$ cat config.mk
export PLATFORM = sky130hd
export DESIGN_NAME = rrarb_burst_sched
export DESIGN_NICKNAME = d
export VERILOG_FILES = /design/src/rtl/rrarb_pkg.sv /design/src/rtl/rrarb_rr_pick.sv /design/src/rtl/rrarb_burst_sched.sv
export SDC_FILE = /design/constraint.sdc
export NUM_CORES = 1
export LEC_CHECK = 0
export ABC_AREA = 1
export BUFFER_PORTS_ARGS = -buffer_cell sky130_fd_sc_hd__buf_2
export CORE_UTILIZATION = 34
export DETAILED_ROUTE_END_ITERATION = 6
export PLACE_DENSITY = 0.7
export SLEW_MARGIN = 20
export SYNTH_ARGS = -nofsm -noshare
export SYNTH_HDL_FRONTEND = slang
export SYNTH_SLANG_ARGS = --single-unit
$ cat constraint.sdc
create_clock -name clk -period 1.6 [get_ports clk]
set_input_delay 0.32 -clock clk [delete_from_list [all_inputs] [get_ports clk]]
set_output_delay 0.32 -clock clk [all_outputs]
set_load 0.01 [all_outputs]
$ cat src/rtl/rrarb_pkg.sv
// Shared types and helpers for the burst-aware round-robin scheduler.
package rrarb_pkg;

  localparam int MAX_BEATS_DEF = 4;

  typedef enum logic {
    ST_IDLE = 1'b0,
    ST_HOLD = 1'b1
  } state_e;

  function automatic int rr_idx_w(input int n);
    return $clog2(n);
  endfunction

  // Index of the set bit in a one-hot vector; zero when nothing is set.
  function automatic int oh2idx(input logic [31:0] oh);
    int idx;
    idx = 0;
    for (int i = 0; i < 32; i++) begin
      if (oh[i]) idx = idx | i;
    end
    return idx;
  endfunction

endpackage

$ cat src/rtl/rrarb_rr_pick.sv
// Combinational round-robin picker: lowest set request at or after ptr+1,
// found by masking a doubled request vector and isolating its lowest bit.
module rrarb_rr_pick
  import rrarb_pkg::*;
#(
  parameter int REQ_CNT = 4,
  parameter int IW      = rr_idx_w(REQ_CNT)
) (
  input  logic [REQ_CNT-1:0] req_i,
  input  logic [IW-1:0]      ptr_i,
  output logic [REQ_CNT-1:0] pick_oh_o,
  output logic [IW-1:0]      pick_idx_o
);

  logic [2*REQ_CNT-1:0] dbl;
  logic [2*REQ_CNT-1:0] masked;
  logic [2*REQ_CNT-1:0] lowest;
  logic [IW:0]          start;

  always_comb begin
    dbl    = {req_i, req_i};
    start  = (ptr_i == IW'(REQ_CNT - 1)) ? '0 : ({1'b0, ptr_i} + 1'b1);
    masked = dbl & ({(2*REQ_CNT){1'b1}} << start);
    lowest = masked & (~masked + 1'b1);
    // Fold the upper copy back so wrap-around winners land on their own index.
    pick_oh_o  = lowest[REQ_CNT-1:0] | lowest[2*REQ_CNT-1:REQ_CNT];
    pick_idx_o = IW'(oh2idx(32'(pick_oh_o)));
  end

endmodule

$ cat src/rtl/rrarb_burst_sched.sv
// Burst-aware round-robin scheduler with registered one-hot grant.
// Optional per-requester quantum via `define RRARB_WEIGHT_EN.
module rrarb_burst_sched
  import rrarb_pkg::*;
#(
  parameter int REQ_CNT   = 4,
  parameter int MAX_BEATS = MAX_BEATS_DEF,
  parameter int WW        = 8
) (
  input  logic                  clk,
  input  logic                  rst_n,
  input  logic [REQ_CNT-1:0]    req,
  input  logic [REQ_CNT-1:0]    req_last,
  input  logic                  rsrc_ready,
  input  logic [REQ_CNT*WW-1:0] weight,
  output logic [REQ_CNT-1:0]    grant,
  output logic [REQ_CNT-1:0]    beat_ack,
  output logic                  busy
);

  localparam int IW = rr_idx_w(REQ_CNT);
  localparam int CW = $clog2(MAX_BEATS + 1);

  logic [REQ_CNT-1:0] grant_q, grant_d;
  logic [IW-1:0]      ptr_q, ptr_d;
  logic [CW-1:0]      beat_cnt_q, beat_cnt_d;
  logic [CW-1:0]      quantum_q, quantum_d;
  logic               busy_q;

  state_e             state;
  logic               req_g, last_g, accepted, rel, load;
  logic [CW-1:0]      cnt_inc;
  logic [REQ_CNT-1:0] req_next;
  logic [REQ_CNT-1:0] pick_oh;
  logic [IW-1:0]      pick_idx;
  logic [CW-1:0]      quantum_ld;

  assign state    = (|grant_q) ? ST_HOLD : ST_IDLE;
  assign req_g    = |(grant_q & req);
  assign last_g   = |(grant_q & req_last);
  assign accepted = req_g & rsrc_ready;
  assign cnt_inc  = beat_cnt_q + 1'b1;
  assign rel      = (state == ST_HOLD) &
                    ((accepted & last_g) | (accepted & (cnt_inc == quantum_q)) | ~req_g);
  // A requester that let go of req is not eligible for the handover pick.
  assign req_next = (state == ST_HOLD && !req_g) ? (req & ~grant_q) : req;
  assign load     = ((state == ST_IDLE) | rel) & (|req_next);

  rrarb_rr_pick #(
    .REQ_CNT (REQ_CNT),
    .IW      (IW)
  ) u_pick (
    .req_i      (req_next),
    .ptr_i      (ptr_q),
    .pick_oh_o  (pick_oh),
    .pick_idx_o (pick_idx)
  );

`ifdef RRARB_WEIGHT_EN
  logic [WW-1:0] w_sel;
  assign w_sel = weight[int'(pick_idx)*WW +: WW];
  always_comb begin
    if (w_sel == '0)
      quantum_ld = CW'(1);
    else if (32'(w_sel) > 32'(MAX_BEATS))
      quantum_ld = CW'(MAX_BEATS);
    else
      quantum_ld = CW'(w_sel);
  end
`else
  logic unused_weight;
  assign unused_weight = ^weight;
  assign quantum_ld    = CW'(MAX_BEATS);
`endif

  always_comb begin
    grant_d    = grant_q;
    ptr_d      = ptr_q;
    beat_cnt_d = beat_cnt_q;
    quantum_d  = quantum_q;
    if (load) begin
      grant_d    = pick_oh;
      ptr_d      = pick_idx;
      beat_cnt_d = '0;
      quantum_d  = quantum_ld;
    end else if (rel) begin
      grant_d    = '0;
      beat_cnt_d = '0;
    end else if (accepted) begin
      beat_cnt_d = cnt_inc;
    end
  end

  always_ff @(posedge clk or negedge rst_n) begin
    if (!rst_n) begin
      grant_q    <= '0;
      ptr_q      <= IW'(REQ_CNT - 1);
      beat_cnt_q <= '0;
      quantum_q  <= CW'(MAX_BEATS);
      busy_q     <= 1'b0;
    end else begin
      grant_q    <= grant_d;
      ptr_q      <= ptr_d;
      beat_cnt_q <= beat_cnt_d;
      quantum_q  <= quantum_d;
      busy_q     <= |grant_d;
    end
  end

  assign grant    = grant_q;
  assign busy     = busy_q;
  assign beat_ack = grant_q & req & {REQ_CNT{rsrc_ready}};

endmodule

==> results of run 1 <==
## state kept, by name (all words and copies together) (netlist names)
register    cells
grant           4
beat_cnt_q      3
ptr_q           2
busy            1
## stage by stage
step	worst slack, ns	power [uW]	hold WS (ns)	setup TNS [ns]	std cells
4_1_cts	0.02876	1287	0.4285	0	146
3_5_place_dp	0.01255	1054	0.1853	0	141
5_1_grt	-0.01453	1451	0.4540	-0.01977	147
2_1_floorplan	0.1224	856.9	0.02441	0	96
3_3_place_gp	0.04889	1026	0.1831	0	141
6_report	0.1111	1315	0.4408	0	147
## worst register-to-register path, cell delays in order, from the launching register on
cell and delay (ns):
dfstp_2 0.53, inv_1 0.04, ha_1 0.29, nand2_2 0.07
inv_1 0.07, nor2_4 0.11, nand3_2 0.10, nand3_1 0.08
nand3_1 0.06, nand2_1 0.08
## where the power goes
part | total, uW | internal [uW] | leakage, uW | switching, uW
clock | 218 | 138 | 0.0000210 | 79.7
sequential | 433 | 350 | 0.000124 | 82.8
combinational | 664 | 253 | 0.000375 | 411
## cells by family after synthesis
family / after synthesis / synth area share (%)
simple gates: 67 / 44.24
buf+inv: 12 / 6.805
flops: 10 / 38.18
fa+ha+maj: 4 / 7.562
compound gates: 3 / 3.214
## final cells by class
cell class,instances,area (um2)
Fill cell,179,918.4
Timing Repair Buffer,21,112.6
Inverter,12,45.04
Clock buffer,4,36.28
Sequential cell,10,252.7
Multi-Input combinational cell,75,386.6
Tap cell,25,31.28
## what timing repair did
item / in CTS / in global routing
endpoints found under the hold margin: 8 / 0
gates cloned: 0 / 1
resized for setup: 1 / 4
hold buffers: 1 / 0
endpoints found under the setup margin: 1 / 9
pin swaps: 1 / 4
## worst min path at each step
stage / startpoint / end / cells after the start
floorplan: rst_n / beat_cnt_q[0] / 0
global placement: rst_n / grant[2] / 1
detailed placement: rst_n / grant[2] / 1
CTS: rst_n / grant[2] / 2
global route: rsrc_ready / beat_cnt_q[1] / 5
finish: rsrc_ready / beat_cnt_q[1] / 5
## per-layer routing
metal	track usage, %	vias to the layer above	part of all wire (%)
li1	-	361	-
met1	21.27	304	49
met2	23.10	26	46
met3	1.176	2	4.5
met4	10.59	0	0.42
met5	0	-	0
## placed cells by master (no fill, tap or decap), drive strengths merged
| cell type | n |
|---|---|
| buf | 20 |
| clkbuf | 4 |
| ha | 4 |
| nor2 | 10 |
| o21bai | 1 |
| o21ai | 2 |
| inv | 12 |
| nand3b | 1 |
| dlygate4sd3 | 1 |
| nand4 | 3 |
| nand2 | 41 |
| dfstp | 2 |
| dfrtp | 8 |
| nand3 | 13 |
==> impl_metrics.ini, run 1 <==
[critical_path]
crit_family = flip-flops
worstSetupStartpointType = flip-flop
r2r-end = ptr_q[1]
r2r-start = ptr_q[0]
worstSetupEndpointType = flip-flop
critPathKind = flip-flop to flip-flop
cp_max_fo = 3
crit_required_ns = 1.80
endpoint = ptr_q[1]
critical_path.slowest_cell = dfstp_2
crit_chain = inv_1, ha_1, nand2_2, inv_1, nor2_4, nand3_2, nand3_1, nand3_1, nand2_1
critPathBufInv = 2
startpoint = ptr_q[0]
ff2ff_path_depth = 9
r2r_slack_ns = 0.11
critPathArrivalTime_ns = 1.69
cp.depth = 9
slowest_delay_ns = 0.53

[sta]
rsz0062_at_grt = true
setup_violations = 0
maxSlewViolCount = 0
post-route-min-period_ns = 1.489
slew-limit-headroom_pct = 82.96
clock_skew_ns = 0.004935
max_freq_mhz = 671.6
fin_crit_sh_pct = 93.06
worst_pin_slew_ns = 0.2546
hold_violations = 0

[synthesis]
synthTopCellsByArea = dfrtp_1 30%, nand2_1 22%, nand3_1 9.1%
yosysMostFrequentCell = nand2_1
syn_area_per_cell_um2 = 6.895
dominantRegCellSynth = dfrtp_1
synth-edff-count = 0
synth_cells = 96
synth_common_cells = 39 x nand2_1, 12 x nand3_1, 11 x inv_1
synth_area_leader_cell = dfrtp_1
synth_top_area_share_pct = 30.25
ys_seq_area_share_pct = 38.19
syn_nets = 143
async_flop_share_pct = 100.0
ys_seq_elements = 10
synth_area_um2 = 661.9
synth_cell_types = 16
yosysWarnings = 0

[drt]
first_pass_iters = 4
ant_nets = 0
first_iter_violations = 11
vias_per_cell = 4.714
drcViolationCount = 0
vias = 693
wirelength_um = 1435
post_drt_wl_per_cell_um = 9.762

[cts]
cts_buffers = 3
cts.sinks = 10
cts-root-buf = clkbuf_4
htreeDepth = 1
clockBufferDepth = 2
path_clk_slew_ns = 0.06
worstSkewPairLatency_ns = 0.26
post_cts_buffers = 0
cts_tree = done

[placed_design]
gp_congestion = 0.8299
placed_area_um2 = 795.8
hpwl_um = 1145
port_buffers = 19

[power]
p_leak_uw = 0.0005205
ir_worst_vdd_mv = 0.5478
p_per_area_nw_per_um2 = 1521

[global_routing]
grt_max_degree = 11
antenna_found_initial = 0
grt_usage_pct = 15.52
globalRouteOverflowTotal = 0
grt_pass1_wl_um = 2283
first_global_vias = 555

[cells_and_area]
fin_util_pct = 48.49
final_layout_size_suffix_gt1_share_pct = 28.69
final_area_um2 = 864.6
nets = 170
syn_to_final_growth_pct = 30.62
diodes = 0

[run]
drv_cap = 0

[floorplan]
start_util_pct = 37.12
ioPinCount = 52
die-area_um2 = 2127
die_w_um = 46.12
rows = 15
fp.coreArea_um2 = 1783
fp.dieH_um = 46.12

[hold_path]
min_path_type = primary input to flip-flop

[outcome]
outcome = completed
(Power assumes the default switching activity.)
==> run 2, diff against run 1 <==
- CORE_UTILIZATION: 34 -> 41
- PLACE_DENSITY: 0.7 -> 0.79
- clock period: 1.6 -> 1.8 ns (I/O delays scaled with it)
==> run 2 against run 1 <==
The run now ends with DRC left; clock skew decreased by 0.0020 ns; total power decreased by 16%; sequential power decreased by 11%; routed wire length decreased by 6.6%; die area decreased by 16%; global-route usage increased by 2.2 points; design area decreased by 4.8%; maximum frequency decreased by 11%; largest cell class unchanged.
==> impl_metrics.ini, run 2 (synthesis results as in run 1) <==
[placed_design]
gp_congestion = 0.8021
post-place-ws_ns = 0.1448
port_buffers = 19
placed_area_um2 = 777.0
hpwl_um = 1109

[sta]
clock_skew_ns = 0.002971
post-route-min-period_ns = 1.670
fin_setup_tns_ns = 0
maxSlewViolCount = 0
setup_violations = 0
max_freq_mhz = 599.0
worst_pin_slew_ns = 0.2029
fin_crit_sh_pct = 92.75
hold_violations = 0
slew-limit-headroom_pct = 86.47
worst_slack_ns = 0.1305
rsz0062_at_grt = false

[cells_and_area]
final_area_um2 = 823.3
syn_to_final_growth_pct = 24.39
nets = 168
final_layout_size_suffix_gt1_share_pct = 25.00
mostFrequentLayoutCell = nand2_1
layout_common_cells = 39 x nand2_1, 19 x buf_2, 12 x nand3_1
fin_util_pct = 54.65
fillers = 145
largest_register_ffs = 4
diodes = 0

[critical_path]
critPathKind = flip-flop to flip-flop
r2r-end = ptr_q[1]
slowest_delay_ns = 0.54
worstSetupEndpointType = flip-flop
critPathArrivalTime_ns = 1.86
endpoint = ptr_q[1]
critical_path.slowest_cell = dfstp_2
r2r-start = ptr_q[0]
cp_max_fo = 3
ff2ff_path_depth = 9
startpoint = ptr_q[0]
crit_required_ns = 1.99
cpMostUsedCell = nand3_1
worstSetupStartpointType = flip-flop
crit_chain = inv_1, ha_1, nand2_1, inv_1, nor2_1, nand3_1, nand3_1, nand3_1, nand2_1
r2r_slack_ns = 0.13

[global_routing]
globalRouteOverflowTotal = 0
antenna_found_initial = 0
first_global_vias = 617
grt_pass1_wl_um = 2435
grt_max_degree = 11
grt_usage_pct = 17.71

[cts]
cts_tree = done
post_cts_buffers = 0
cts.sinks = 10
htreeDepth = 1
clockBufferDepth = 2
cts_buffers = 3
cts-root-buf = clkbuf_4
cts_resized = 0
worstSkewPairLatency_ns = 0.25
path_clk_slew_ns = 0.06

[floorplan]
start_util_pct = 43.94
fp.coreArea_um2 = 1506
rows = 14
die-area_um2 = 1779
ioPinCount = 52
fp.dieH_um = 42.18
die_w_um = 42.18

[power]
p_per_area_nw_per_um2 = 1338
p_leak_uw = 0.0005113
ir_worst_vdd_mv = 0.5597

[hold_path]
min_path_type = primary input to flip-flop

[drt]
first_iter_violations = 13
vias = 679
ant_nets = 0
highest_layer = met4
vias_per_cell = 4.993
dr_wl_met3_um = 82
drt-met1-wl_um = 595
wirelength_um = 1340
first_pass_iters = 6
drcViolationCount = 1
met2_length_um = 653
post_drt_wl_per_cell_um = 9.853

[outcome]
violations = DRC
outcome = finished, violations left

[run]
drv_cap = 0
run 2: cell count changes in the layout (fill, tap and decap cells not counted), sizes merged:
cell / delta
buf: -1
nand2: -1
run 2: worst min path at each step:
stage / slack [ns] / cells past startpoint / from / to
6_report: 0.48 / 5 / rsrc_ready / beat_cnt_q[1]
5_1_grt: 0.50 / 2 / ptr_q[1] / ptr_q[1]
4_1_cts: 0.47 / 5 / rsrc_ready / beat_cnt_q[1]
3_5_place_dp: 0.22 / 1 / rst_n / busy
3_3_place_gp: 0.22 / 1 / rst_n / busy
2_1_floorplan: 0.06 / 0 / rst_n / beat_cnt_q[0]
run 2: what timing repair did:
item / in CTS / in global routing
hold endpoints to repair: 8 / 0
setup endpoints to repair: 0 / 0
hold buffers: 1 / 0
run 2: power breakdown:
group / total, uW / internal, uW / leakage [uW] / switching [uW]
Clock: 188 / 122 / 0.0000210 / 65.4
Sequential: 386 / 312 / 0.000124 / 74.6
Combinational: 528 / 199 / 0.000366 / 328
run 2: worst max-delay path: cells and delay by family, from the launching register on:
kind / cells / cell delay [ns]
fa+ha+maj: 1 / 0.29
buf+inv: 2 / 0.10
flops: 1 / 0.54
simple gates: 6 / 0.68
run 2: area by class of cell:
class	count	area (um2)	share of cell area, %
flip-flops and latches	10	252.7	30.70
clock buffers	4	36.28	4.407
repair buffers	20	105.1	12.77
well taps	16	20.02	2.432
multi-input cells	74	364.1	44.22
inverters	12	45.04	5.471
run 2: per-layer routing:
| layer | GRT usage [%] | vias up |
|---|---|---|
| met2 | 29.23 | 25 |
| met1 | 22.22 | 297 |
| met4 | 8.750 | 0 |
| met5 | 0 | - |
| met3 | 3.017 | 2 |
| li1 | - | 355 |
run 2: through the flow:
step	hold WS [ns]	total power (uW)	std cells
after floorplan	0.06441	761.7	96
after global placement	0.2203	890.3	131
after detailed placement	0.2212	917.7	131
after CTS	0.4713	1110	136
after global routing	0.5038	1217	136
final	0.4809	1102	136
==> run 3, diff against run 2 <==
- GPL_TIMING_DRIVEN: not set -> 0
- PLACE_DENSITY: 0.79 -> 0.83
==> run 3 against run 2 <==
The run now ends clean; maximum frequency grew 1.6%; clock skew shrank 0.0025 ns; routed wire length grew 2.6%; worst hold slack lost 0.0055 ns; critical endpoint unchanged; clock power grew 2%; combinational power is essentially flat; sequential share of layout area is the same; largest cell class unchanged; via count shrank 0.15%; worst setup slack gained 0.026 ns; largest power group unchanged; final cell count is the same.
==> impl_metrics.ini, run 3 (synthesis results as in run 1) <==
[sta]
setup_violations = 0
fin_setup_tns_ns = 0
slew-limit-headroom_pct = 85.98
holdWs_ns = 0.4754
worst_pin_slew_ns = 0.2102
maxSlewViolCount = 0
post-route-min-period_ns = 1.644
clock_skew_ns = 0.0005019
fin_crit_sh_pct = 91.32
rsz0062_at_grt = false
worst_slack_ns = 0.1563
max_freq_mhz = 608.4
hold_violations = 0

[critical_path]
ff2ff_path_depth = 9
worstSetupEndpointType = flip-flop
critPathKind = flip-flop to flip-flop
critPathArrivalTime_ns = 1.84
cp_max_fo = 3
worstSetupStartpointType = flip-flop
crit_required_ns = 2.00

[floorplan]
fp.dieH_um = 42.18
fp.coreArea_um2 = 1506
rows = 14
start_util_pct = 43.94
ioPinCount = 52
die_w_um = 42.18
die-area_um2 = 1779

[global_routing]
grt_pass1_wl_um = 2408
grt_use_met2_pct = 30.46
use_met1_pct = 21.82
grt_util_met3_pct = 2.586
grt_usage_pct = 17.94
first_global_vias = 608
grt_max_degree = 11
antenna_found_initial = 0
busiest_layer = met2
globalRouteOverflowTotal = 0

[power]
p_total_uw = 1106
p_per_area_nw_per_um2 = 1343
ir_worst_vdd_mv = 0.6635
p_leak_uw = 0.0005113

[placed_design]
gp_congestion = 0.8748
hpwl_um = 1126
post-place-ws_ns = 0.1711
port_buffers = 19
placed_cells = 131

[cts]
worstSkewPairLatency_ns = 0.25
clockBufferDepth = 2
path_clk_slew_ns = 0.06
cts_buffers = 3
cts_resized = 0
htreeDepth = 1
cts.sinks = 10
cts-root-buf = clkbuf_4
cts_tree = done

[run]
drv_cap = 0

[drt]
first_iter_violations = 8
first_pass_iters = 4
drcViolationCount = 0
vias_per_cell = 4.985
wirelength_um = 1375
post_drt_wl_per_cell_um = 10.11
ant_nets = 0
vias = 678

[cells_and_area]
multi_input_area_um2 = 364.1
stdcell_count = 136
mostFrequentLayoutCell = nand2_1
nets = 168
diodes = 0
largest_register_ffs = 4
regArea_um2 = 252.7
fillers = 146
syn_to_final_growth_pct = 24.39
layout_common_cells = 39 x nand2_1, 19 x buf_2, 12 x nand3_1
final_layout_size_suffix_gt1_share_pct = 25.00

[hold_path]
worstHoldPathCells = 5
min_path_type = primary input to flip-flop

[outcome]
outcome = completed
==> run 3: cell counts in the layout (fill, tap and decap cells not counted) <==
Identical to the previous run, type by type.
==> run 3: final timing paths <==
kind	startpoint	end	slack, ns
max reg2reg	ptr_q[0]	ptr_q[1]	0.16
min in group asynchronous	rst_n	grant[1]	0.50
min	rsrc_ready	beat_cnt_q[1]	0.48
max in group asynchronous	rst_n	ptr_q[1]	1.05
min reg2reg	ptr_q[0]	ptr_q[0]	0.49
max	ptr_q[0]	ptr_q[1]	0.16
==> run 3: metrics by stage <==
| stage | cell area [um2] | util, % |
|---|---|---|
| detailed placement | 777.0 | 51.58 |
| global route | 823.3 | 54.65 |
| CTS | 823.3 | 54.65 |
| finish | 823.3 | 54.65 |
| floorplan | 661.9 | - |
| global placement | 777.0 | 51.58 |
==> run 3: layout make-up <==
type | count | area share [%]
clock buffer | 4 | 4.407
multi-input combinational | 74 | 44.22
inverter | 12 | 5.471
sequential | 10 | 30.70
timing repair buffer | 20 | 12.77
tap | 16 | 2.432
==> run 3: repair_timing <==
action                                 CTS  global route
buffers inserted                         0             0
hold buffers                             1             0
endpoints found under the hold margin    8             0
==> run 3: per-layer routing <==
layer / vias to the layer above / wire, um
met5: - / 0
met1: 300 / 620
met3: 2 / 71
met4: 0 / 12
li1: 357 / -
met2: 19 / 670
==> run 3: power by group <==
group	leakage [uW]	total, uW	switching, uW	internal [uW]
clock	0.0000210	192	69.3	122
sequential	0.000124	385	73.2	312
combinational	0.000366	529	330	199
total	0.000511	1110	472	634
==> run 3: critical path: stages (launching register included) <==
cell and delay (ns):
dfstp_2 0.54, inv_1 0.05, ha_1 0.28, nand2_1 0.09, inv_1 0.05, nor2_1 0.17
nand3_1 0.15, nand3_1 0.10, nand3_1 0.07, nand2_1 0.08
